`config.mk`:
```
export PLATFORM = sky130hd
export DESIGN_NAME = bus_arbiter2
export DESIGN_NICKNAME = d
export VERILOG_FILES = /design/src/rtl/bus_pkg.sv /design/src/rtl/bus_arbiter2_hold_timer.sv /design/src/rtl/bus_arbiter2.sv
export SDC_FILE = /design/constraint.sdc
export NUM_CORES = 1
export LEC_CHECK = 0
export ABC_AREA = 1
export BUFFER_PORTS_ARGS = -buffer_cell sky130_fd_sc_hd__buf_2
export CAP_MARGIN = 20
export CELL_PAD_IN_SITES_DETAIL_PLACEMENT = 0
export CELL_PAD_IN_SITES_GLOBAL_PLACEMENT = 1
export CORE_MARGIN = 1.5
export CORE_UTILIZATION = 46
export CTS_BUF_LIST = sky130_fd_sc_hd__clkbuf_16
export DETAILED_ROUTE_END_ITERATION = 10
export GPL_ROUTABILITY_DRIVEN = 0
export PLACE_DENSITY_LB_ADDON = 0.1
export SLEW_MARGIN = 20
export SYNTH_ARGS = -nofsm -noshare
export SYNTH_HDL_FRONTEND = slang
export SYNTH_SLANG_ARGS = --single-unit
```
`constraint.sdc`:
```
create_clock -name clk -period 3.3 [get_ports clk]
set_input_delay 0.165 -clock clk [delete_from_list [all_inputs] [get_ports clk]]
set_output_delay 0.165 -clock clk [all_outputs]
set_load 0.1 [all_outputs]
```
`src/rtl/bus_pkg.sv`:
```
// Shared definitions for the two-master Z80 bus arbiter: FSM state encoding
// and master IDs matching the mux2/demux2 select polarity.
package bus_pkg;

  typedef enum logic [1:0] {
    IDLE  = 2'b00,
    OWN_A = 2'b01,
    OWN_B = 2'b10,
    TURN  = 2'b11
  } arb_state_e;

  localparam logic MST_A = 1'b0;
  localparam logic MST_B = 1'b1;

endpackage

```
`src/rtl/bus_arbiter2_hold_timer.sv`:
```
// Saturating up-counter with synchronous clear/enable; tc_o flags count == MAX-1
// (the last cycle of a MAX-long window).
module hold_timer #(
  parameter int unsigned MAX = 1
) (
  input  logic clk_i,
  input  logic rst_i,
  input  logic clr_i,
  input  logic en_i,
  output logic tc_o
);

  localparam int unsigned W = (MAX < 1) ? 1 : $clog2(MAX + 1);
  localparam logic [W-1:0] LIMIT = W'(MAX);
  localparam logic [W-1:0] TC    = (MAX == 0) ? '0 : W'(MAX - 1);

  logic [W-1:0] cnt_q, cnt_d;

  always_comb begin
    cnt_d = cnt_q;
    if (clr_i)
      cnt_d = '0;
    else if (en_i && (cnt_q != LIMIT))
      cnt_d = cnt_q + W'(1);
  end

  always_ff @(posedge clk_i or posedge rst_i) begin
    if (rst_i) cnt_q <= '0;
    else       cnt_q <= cnt_d;
  end

  assign tc_o = (cnt_q == TC);

endmodule

```
`src/rtl/bus_arbiter2.sv`:
```
// Two-master bus arbiter: round-robin ties, bounded hold with preemption and a
// dead-bus turnaround on every ownership change. ARB_FIXED_PRIO_EN: A wins ties, only B is preemptible.
module bus_arbiter2
  import bus_pkg::*;
#(
  parameter int unsigned MAX_HOLD    = 64,
  parameter int unsigned TURN_CYCLES = 1
) (
  input  logic clk,
  input  logic rst,
  input  logic req_a,
  input  logic req_b,
  output logic gnt_a,
  output logic gnt_b,
  output logic sel,
  output logic busy,
  output logic preempt
);

  localparam int unsigned TURN_N = (TURN_CYCLES < 1) ? 1 : TURN_CYCLES;

  arb_state_e state_q, state_d;
  logic sel_q, sel_d;
  logic last_q, last_d;
  logic preempt_q, preempt_d;
  logic gnt_a_q, gnt_b_q, busy_q;

  logic in_own, own_id, own_req, oth_req;
  logic hold_tc, turn_tc;
  logic tie_winner, preempt_ok, winner;

  assign in_own  = (state_q == OWN_A) || (state_q == OWN_B);
  assign own_id  = (state_q == OWN_B) ? MST_B : MST_A;
  assign own_req = (own_id == MST_B) ? req_b : req_a;
  assign oth_req = (own_id == MST_B) ? req_a : req_b;

`ifdef ARB_FIXED_PRIO_EN
  assign tie_winner = MST_A;
  assign preempt_ok = (state_q == OWN_B);
`else
  assign tie_winner = ~last_q;
  assign preempt_ok = 1'b1;
`endif

  hold_timer #(.MAX(MAX_HOLD)) u_hold (
    .clk_i (clk),
    .rst_i (rst),
    .clr_i (!(in_own && oth_req)),
    .en_i  (in_own && oth_req),
    .tc_o  (hold_tc)
  );

  hold_timer #(.MAX(TURN_N)) u_turn (
    .clk_i (clk),
    .rst_i (rst),
    .clr_i (state_q != TURN),
    .en_i  (state_q == TURN),
    .tc_o  (turn_tc)
  );

  always_comb begin
    state_d   = state_q;
    sel_d     = sel_q;
    last_d    = last_q;
    preempt_d = 1'b0;
    winner    = (req_a && req_b) ? tie_winner : (req_b ? MST_B : MST_A);
    case (state_q)
      IDLE: begin
        if (req_a || req_b) begin
          // Parked on the winner: skip the turnaround, mux select is already right.
          if (winner == sel_q) begin
            state_d = (winner == MST_B) ? OWN_B : OWN_A;
          end else begin
            state_d = TURN;
            sel_d   = winner;
          end
        end
      end
      OWN_A, OWN_B: begin
        if (!own_req) begin
          last_d = own_id;
          if (oth_req) begin
            state_d = TURN;
            sel_d   = ~own_id;
          end else begin
            state_d = IDLE;
          end
        end else if ((MAX_HOLD != 0) && oth_req && hold_tc && preempt_ok) begin
          state_d   = TURN;
          sel_d     = ~own_id;
          last_d    = own_id;
          preempt_d = 1'b1;
        end
      end
      TURN: begin
        if (turn_tc)
          state_d = ((sel_q == MST_B) ? req_b : req_a)
                    ? ((sel_q == MST_B) ? OWN_B : OWN_A) : IDLE;
      end
      default: state_d = IDLE;
    endcase
  end

  always_ff @(posedge clk or posedge rst) begin
    if (rst) begin
      state_q   <= IDLE;
      sel_q     <= MST_A;
      last_q    <= MST_B;
      preempt_q <= 1'b0;
      gnt_a_q   <= 1'b0;
      gnt_b_q   <= 1'b0;
      busy_q    <= 1'b0;
    end else begin
      state_q   <= state_d;
      sel_q     <= sel_d;
      last_q    <= last_d;
      preempt_q <= preempt_d;
      gnt_a_q   <= (state_d == OWN_A);
      gnt_b_q   <= (state_d == OWN_B);
      busy_q    <= (state_d != IDLE);
    end
  end

  assign gnt_a   = gnt_a_q;
  assign gnt_b   = gnt_b_q;
  assign sel     = sel_q;
  assign busy    = busy_q;
  assign preempt = preempt_q;

endmodule

```
### Word-level counts from Yosys, hierarchy flattened

Index checks and enable logic that the tools add are counted.
Widths: inputs -> output; s select.

| word-level totals | value |
|---|---|
| flip-flop bits (word level) | 16 |
| output and inout bits | 5 |
| bits of input ports | 4 |

| operators by class | value |
|---|---|
| add/subtract/negate cells | 2 |
| muxes and demuxes | 31 |
| eq/ne operators | 15 |
| reductions and logical operators | 14 |
| bitwise logic cells | 3 |

Operators with widths:

| cell | count |
|---|---|
| $mux 1 | 18 |
| $mux 2 | 9 |
| $mux 7 | 2 |
| $ne 2x2->1 const B | 4 |
| $add 7x1->7 const B | 1 |
| $eq 7x6->1 const B | 1 |
| $ne 7x7->1 const B | 1 |
| $eq 2x2->1 const B | 3 |
| $ne 3x3->1 const B | 2 |
| $pmux 2 s3 | 1 |
| $reduce_bool 2->1 | 3 |
| $logic_and 1x1->1 | 5 |
| $reduce_and 5->1 | 1 |
| $eq 2x1->1 const B | 2 |
| $not 1->1 | 3 |
| $logic_not 2->1 | 1 |
| $logic_or 1x1->1 | 2 |
| $ne 2x1->1 const B | 1 |
| $pmux 1 s2 | 1 |
| $reduce_and 2->1 | 1 |
| $reduce_or 2->1 | 1 |
| $add 1x1->1 const B | 1 |
| $eq 1x1->1 | 1 |

### Logic depth before layout (Yosys ltp)

| depth | value |
|---|---|
| depth in word-level cells | 8 |
| depth in mapped cells | 12 |

### Cells and area by module

A second synthesis with hierarchy kept.

| second synthesis, totals | value |
|---|---|
| cells, all modules | 150 |
| area, all modules | 1096.1 um^2 |

By module, submodules not included:

| module | instances | cells an instance | area an instance (um^2) |
|---|---|---|---|
| bus_arbiter2 | 1 | 81 | 605.6 |
| hold_timer at u_hold | 1 | 64 | 450.4 |
| hold_timer at u_turn | 1 | 5 | 40.0 |

### Worst setup path after synthesis

OpenSTA, ideal clock, no wires.

| path | value |
|---|---|
| path kind | reg2reg |
| from | reg sel_q, in the netlist sel |
| to | reg sel_q, in the netlist sel |
| path slack | 1.508 ns |
| arrival | 1.670 ns |
| setup time | 0.123 ns |
| clock period less this slack | 1.792 ns |
| buffers on the path | 0 |
| stages on the path, launching flop included | 8 |
| data required time | 3.177 ns |
| cells stage by stage | dfrtp_1 > inv_1 > ha_1 > nor2_1 > nor2_1 > nand2_1 > nand2_1 > nand2_1 |

| on the way | value |
|---|---|
| cells in the longest elaborated chain, start to end | 3 |

Ends and longest elaborated chain:

| element | line | text |
|---|---|---|
| start: declaration | bus_arbiter2.sv:23 | `logic sel_q, sel_d;` |
| start signal: assignment | bus_arbiter2.sv:115 | `sel_q <= sel_d;` |
| $eq 1x1->1 | bus_arbiter2.sv:71 | `if (winner == sel_q) begin` |
| $ne 2x2->1 (no line) | - |  |
| $reduce_and 5->1 (no line) | - |  |

Every way passes these cells.
A chain may end at the register's enable or synchronous reset.

### Worst setup path in the final report

| path | value |
|---|---|
| from | reg state_q[1] |
| to | reg busy_q, in the netlist busy |

| on the way | value |
|---|---|
| cells in the longest elaborated chain, start to end | 8 |

Ends and longest elaborated chain:

| element | line | text |
|---|---|---|
| start: declaration | bus_arbiter2.sv:22 | `arb_state_e state_q, state_d;` |
| start signal: assignment | bus_arbiter2.sv:114 | `state_q <= state_d;` |
| $eq 2x2->1 | bus_arbiter2.sv:33, bus_arbiter2.sv:67 |  |
| $mux 1 | bus_arbiter2.sv:33 | `assign own_id = (state_q == OWN_B) ? MST_B : MST_A;` |
| $mux 1 | bus_arbiter2.sv:35 | `assign oth_req = (own_id == MST_B) ? req_a : req_b;` |
| $logic_and 1x1->1 | bus_arbiter2.sv:88 | `end else if ((MAX_HOLD != 0) && oth_req && hold_tc && preempt_ok) begin` |
| $mux 2 | bus_arbiter2.sv:88 |  |
| $mux 2 | bus_arbiter2.sv:80 | `if (!own_req) begin` |
| $pmux 2 s3 (*) | bus_arbiter2.sv:67 | `case (state_q)` |
| $reduce_bool 2->1 (*) | bus_arbiter2.sv:120 | `busy_q <= (state_d != IDLE);` |
| end signal: assignment | bus_arbiter2.sv:120 |  |
| end: declaration | bus_arbiter2.sv:26 | `logic gnt_a_q, gnt_b_q, busy_q;` |

Mark *: on every way between the ends. The rest lies on a longest branch, timed or not.

==> qor.txt <==
Launch point of the worst path = state_q[1]$_DFF_PP0_
Mapped Cells = 127
Hold_buf cts = 0
Pins over their slew limit = 0
WL final = 1.776 mm
CTS sink cnt = 16
Vias per Instance = 4.764
Grt ovf = 0
Die width = 49.97 um
Rows = 16
CTS tree = yes
Worst Setup Start Kind = register
Peak fanout along the critical path = 6
Core Region = 2022 um^2
Reg2reg path depth = 8
Post-DP Area = 1085 um^2
Via count = 786
First-pass GRT wire length = 3.374 mm
Synth area leaders = dfrtp_1 (37%), nand2_1 (10%), ha_1 (8.6%)
XOR/XNOR Fraction of Synth Area = 0.8631%
IO Port Bufs = 8
Maximum vdd drop = 0.6144 mV
RR Endpoint = busy$_DFF_PP0_
Post-route cell area = 1164 um^2
Post-synth top area cell = dfrtp_1
Largest net degree at the start of global routing = 17
Setup crit end = busy$_DFF_PP0_
Diode count = 0
Max_slew headroom = 57.93%
Power per Cell Area = 1020 nW/um^2
Hold Slack = -0.005743 ns
Clk slew on worst S/H paths = 0.05 ns
#FFs+latches synth = 16
Hold Vio Cnt, Final = 15
Synth Area in Simple Gates = 30.70%
Synth Area in Adders = 8.631%
Die Area = 2497 um^2
# resized after CTS = 0
TNS Setup = 0 ns
Initial antenna violation count = 0
DRT iter0 DRCs = 7
Fin crit share = 50.73%
WS Path Type = register to register
ANT nets after route = 0
Yosys Warn Count = 0
Worst slew pin tran = 0.6303 ns
Drt pass-1 iters = 3
Largest family of logic cells by synthesized area = simple AND/OR/NAND/NOR gates
Minimum clock period = 1.674 ns
All-Layer GR Usage = 18.22%
DRC = 0
CP endpoint kind = register
HP Class = input port to async pin
Initial Util = 50.19%
TritonCTS buffer count = 3
Setup bufs post-CTS = 0
Worst skew pair latency = 0.25 ns
Status = finished, violations left
Area growth from synthesis to layout = 14.67%
CTS root buf = clkbuf_16
Leakage = 0.5697 nW
Failing checks = hold timing
Syn Std Cell Area = 1015 um^2
Mux cell area share after synthesis = 0%
Post-layout net count = 150
Max_cap viols = 0
Clock Skew = 0.0007014 ns
Crit path DAT = 1.80 ns
Distinct cells, synth = 22
Syn_nets = 138
RSZ-0062 raised after global routing = no
H-tree lvl count = 1
Share of layout cells above drive strength 1 = 22.46%
R2r startpoint = state_q[1]$_DFF_PP0_
DPL Wire Length = 1.400 mm
CTS max path bufs = 2
Vias in the first global route = 778
Synth top area share = 36.99%
Compound-cell area share of the yosys netlist = 11.71%
Top Ports = 9
Die Height = 49.97 um
Avg WL per Cell = 10.76 um
Achievable frequency = 597.3 MHz
Required time worst endpoint = 3.42 ns
Reg2Reg Setup Slack = 1.63 ns
Syn Area/Cell = 7.990 um^2
Seq/Total Area, Yosys = 39.58%
Setup Viol. Count Final = 0
-- sequential cells by signal, indices dropped and copies added, names as in the netlist --
register / flops
gnt_b: 1
state_q: 2
u_turn.cnt_q: 1
preempt: 1
last_q: 1
u_hold.cnt_q: 7
gnt_a: 1
sel: 1
busy: 1
-- cell type report --
cell class	count	area (um^2)
Sequential cell	16	401.6
Inverter	22	82.58
Clock buffer	3	75.07
Multi-Input combinational cell	88	526.8
Timing Repair Buffer	8	40.04
Tap cell	27	33.78
Fill cell	190	858.3
Clock inverter	1	3.754
-- how the worst min path moves through the flow --
stage,startpoint,to,slack [ns],cells after the start
3_5_place_dp,rst,u_turn.cnt_q$_DFFE_PP0P_,0.29,2
5_1_grt,rst,u_hold.cnt_q[2]$_DFFE_PP0P_,0.07,2
6_report,rst,gnt_a$_DFF_PP0_,-0.006,2
4_1_cts,rst,u_hold.cnt_q[3]$_DFFE_PP0P_,0.02,2
2_1_floorplan,rst,busy$_DFF_PP0_,0.08,1
3_3_place_gp,rst,u_turn.cnt_q$_DFFE_PP0P_,0.27,2
-- placed cells by master, fill, tap and decap left out, drive strengths merged --
master,n
nand4,1
nand2,36
a21oi,10
clkbuf,3
o21ai,8
nand3,6
clkinv,1
inv,22
dfstp,1
buf,8
ha,7
a31oi,1
dfrtp,15
nor3,4
xnor2,1
nor2,14
-- through the flow --
step / hold slack (ns) / util [%] / total power [mW] / setup slack (ns) / instances
4_1_cts: 0.02371 / 57.55 / 1.206 / 1.601 / 165
3_3_place_gp: 0.2735 / 53.65 / 0.9485 / 1.679 / 161
6_report: -0.005743 / 57.55 / 1.187 / 1.626 / 165
3_5_place_dp: 0.2893 / 53.65 / 0.9613 / 1.607 / 161
5_1_grt: 0.06628 / 57.55 / 1.294 / 1.470 / 165
2_1_floorplan: 0.07802 / - / 0.8521 / 1.508 / 127
-- routing by layer --
metal / track usage [%] / part of all wire [%] / vias to the layer above
li1: - / - / 417
met5: 0 / 0 / -
met2: 29.33 / 50 / 5
met1: 22.84 / 46 / 362
met3: 5.455 / 2.2 / 2
met4: 6.944 / 1.2 / 0
-- synth_stat cells --
| cell | count |
|---|---|
| a21oi_1 | 6 |
| a21oi_2 | 4 |
| a31oi_1 | 1 |
| clkbuf_1 | 1 |
| dfrtp_1 | 15 |
| dfstp_2 | 1 |
| ha_1 | 7 |
| inv_1 | 22 |
| nand2_1 | 27 |
| nand2_2 | 5 |
| nand2_4 | 4 |
| nand3_1 | 5 |
| nand3_4 | 1 |
| nand4_1 | 1 |
| nor2_1 | 11 |
| nor2_2 | 2 |
| nor2_4 | 1 |
| nor3_1 | 4 |
| o21ai_0 | 4 |
| o21ai_1 | 2 |
| o21ai_2 | 2 |
| xnor2_1 | 1 |
-- report_power, final --
part	internal, mW	switching, mW
Sequential	0.254	0.0461
Combinational	0.186	0.460
Clock	0.161	0.0791
-- logic make-up (layout without fill, tap and decap cells) --
| logic type | Yosys count | count (layout) |
|---|---|---|
| adders and majority gates | 7 | 7 |
| AOI/OAI and AO/OA | 19 | 19 |
| xor gates and xnor gates | 1 | 1 |
| buffers and inverters | 23 | 34 |
| DFF | 16 | 16 |
| and+or+nand+nor | 61 | 61 |
-- worst max-delay path, cell delays in order, from the launching register on --
cell and delay [ns]:
dfrtp_1 0.44, inv_1 0.07, ha_1 0.35, o21ai_1 0.13, nand2_1 0.12, a21oi_2 0.21, nand2_2 0.08, o21ai_2 0.08
nand3_1 0.08
Note: power is estimated with default switching activity, not from simulation.
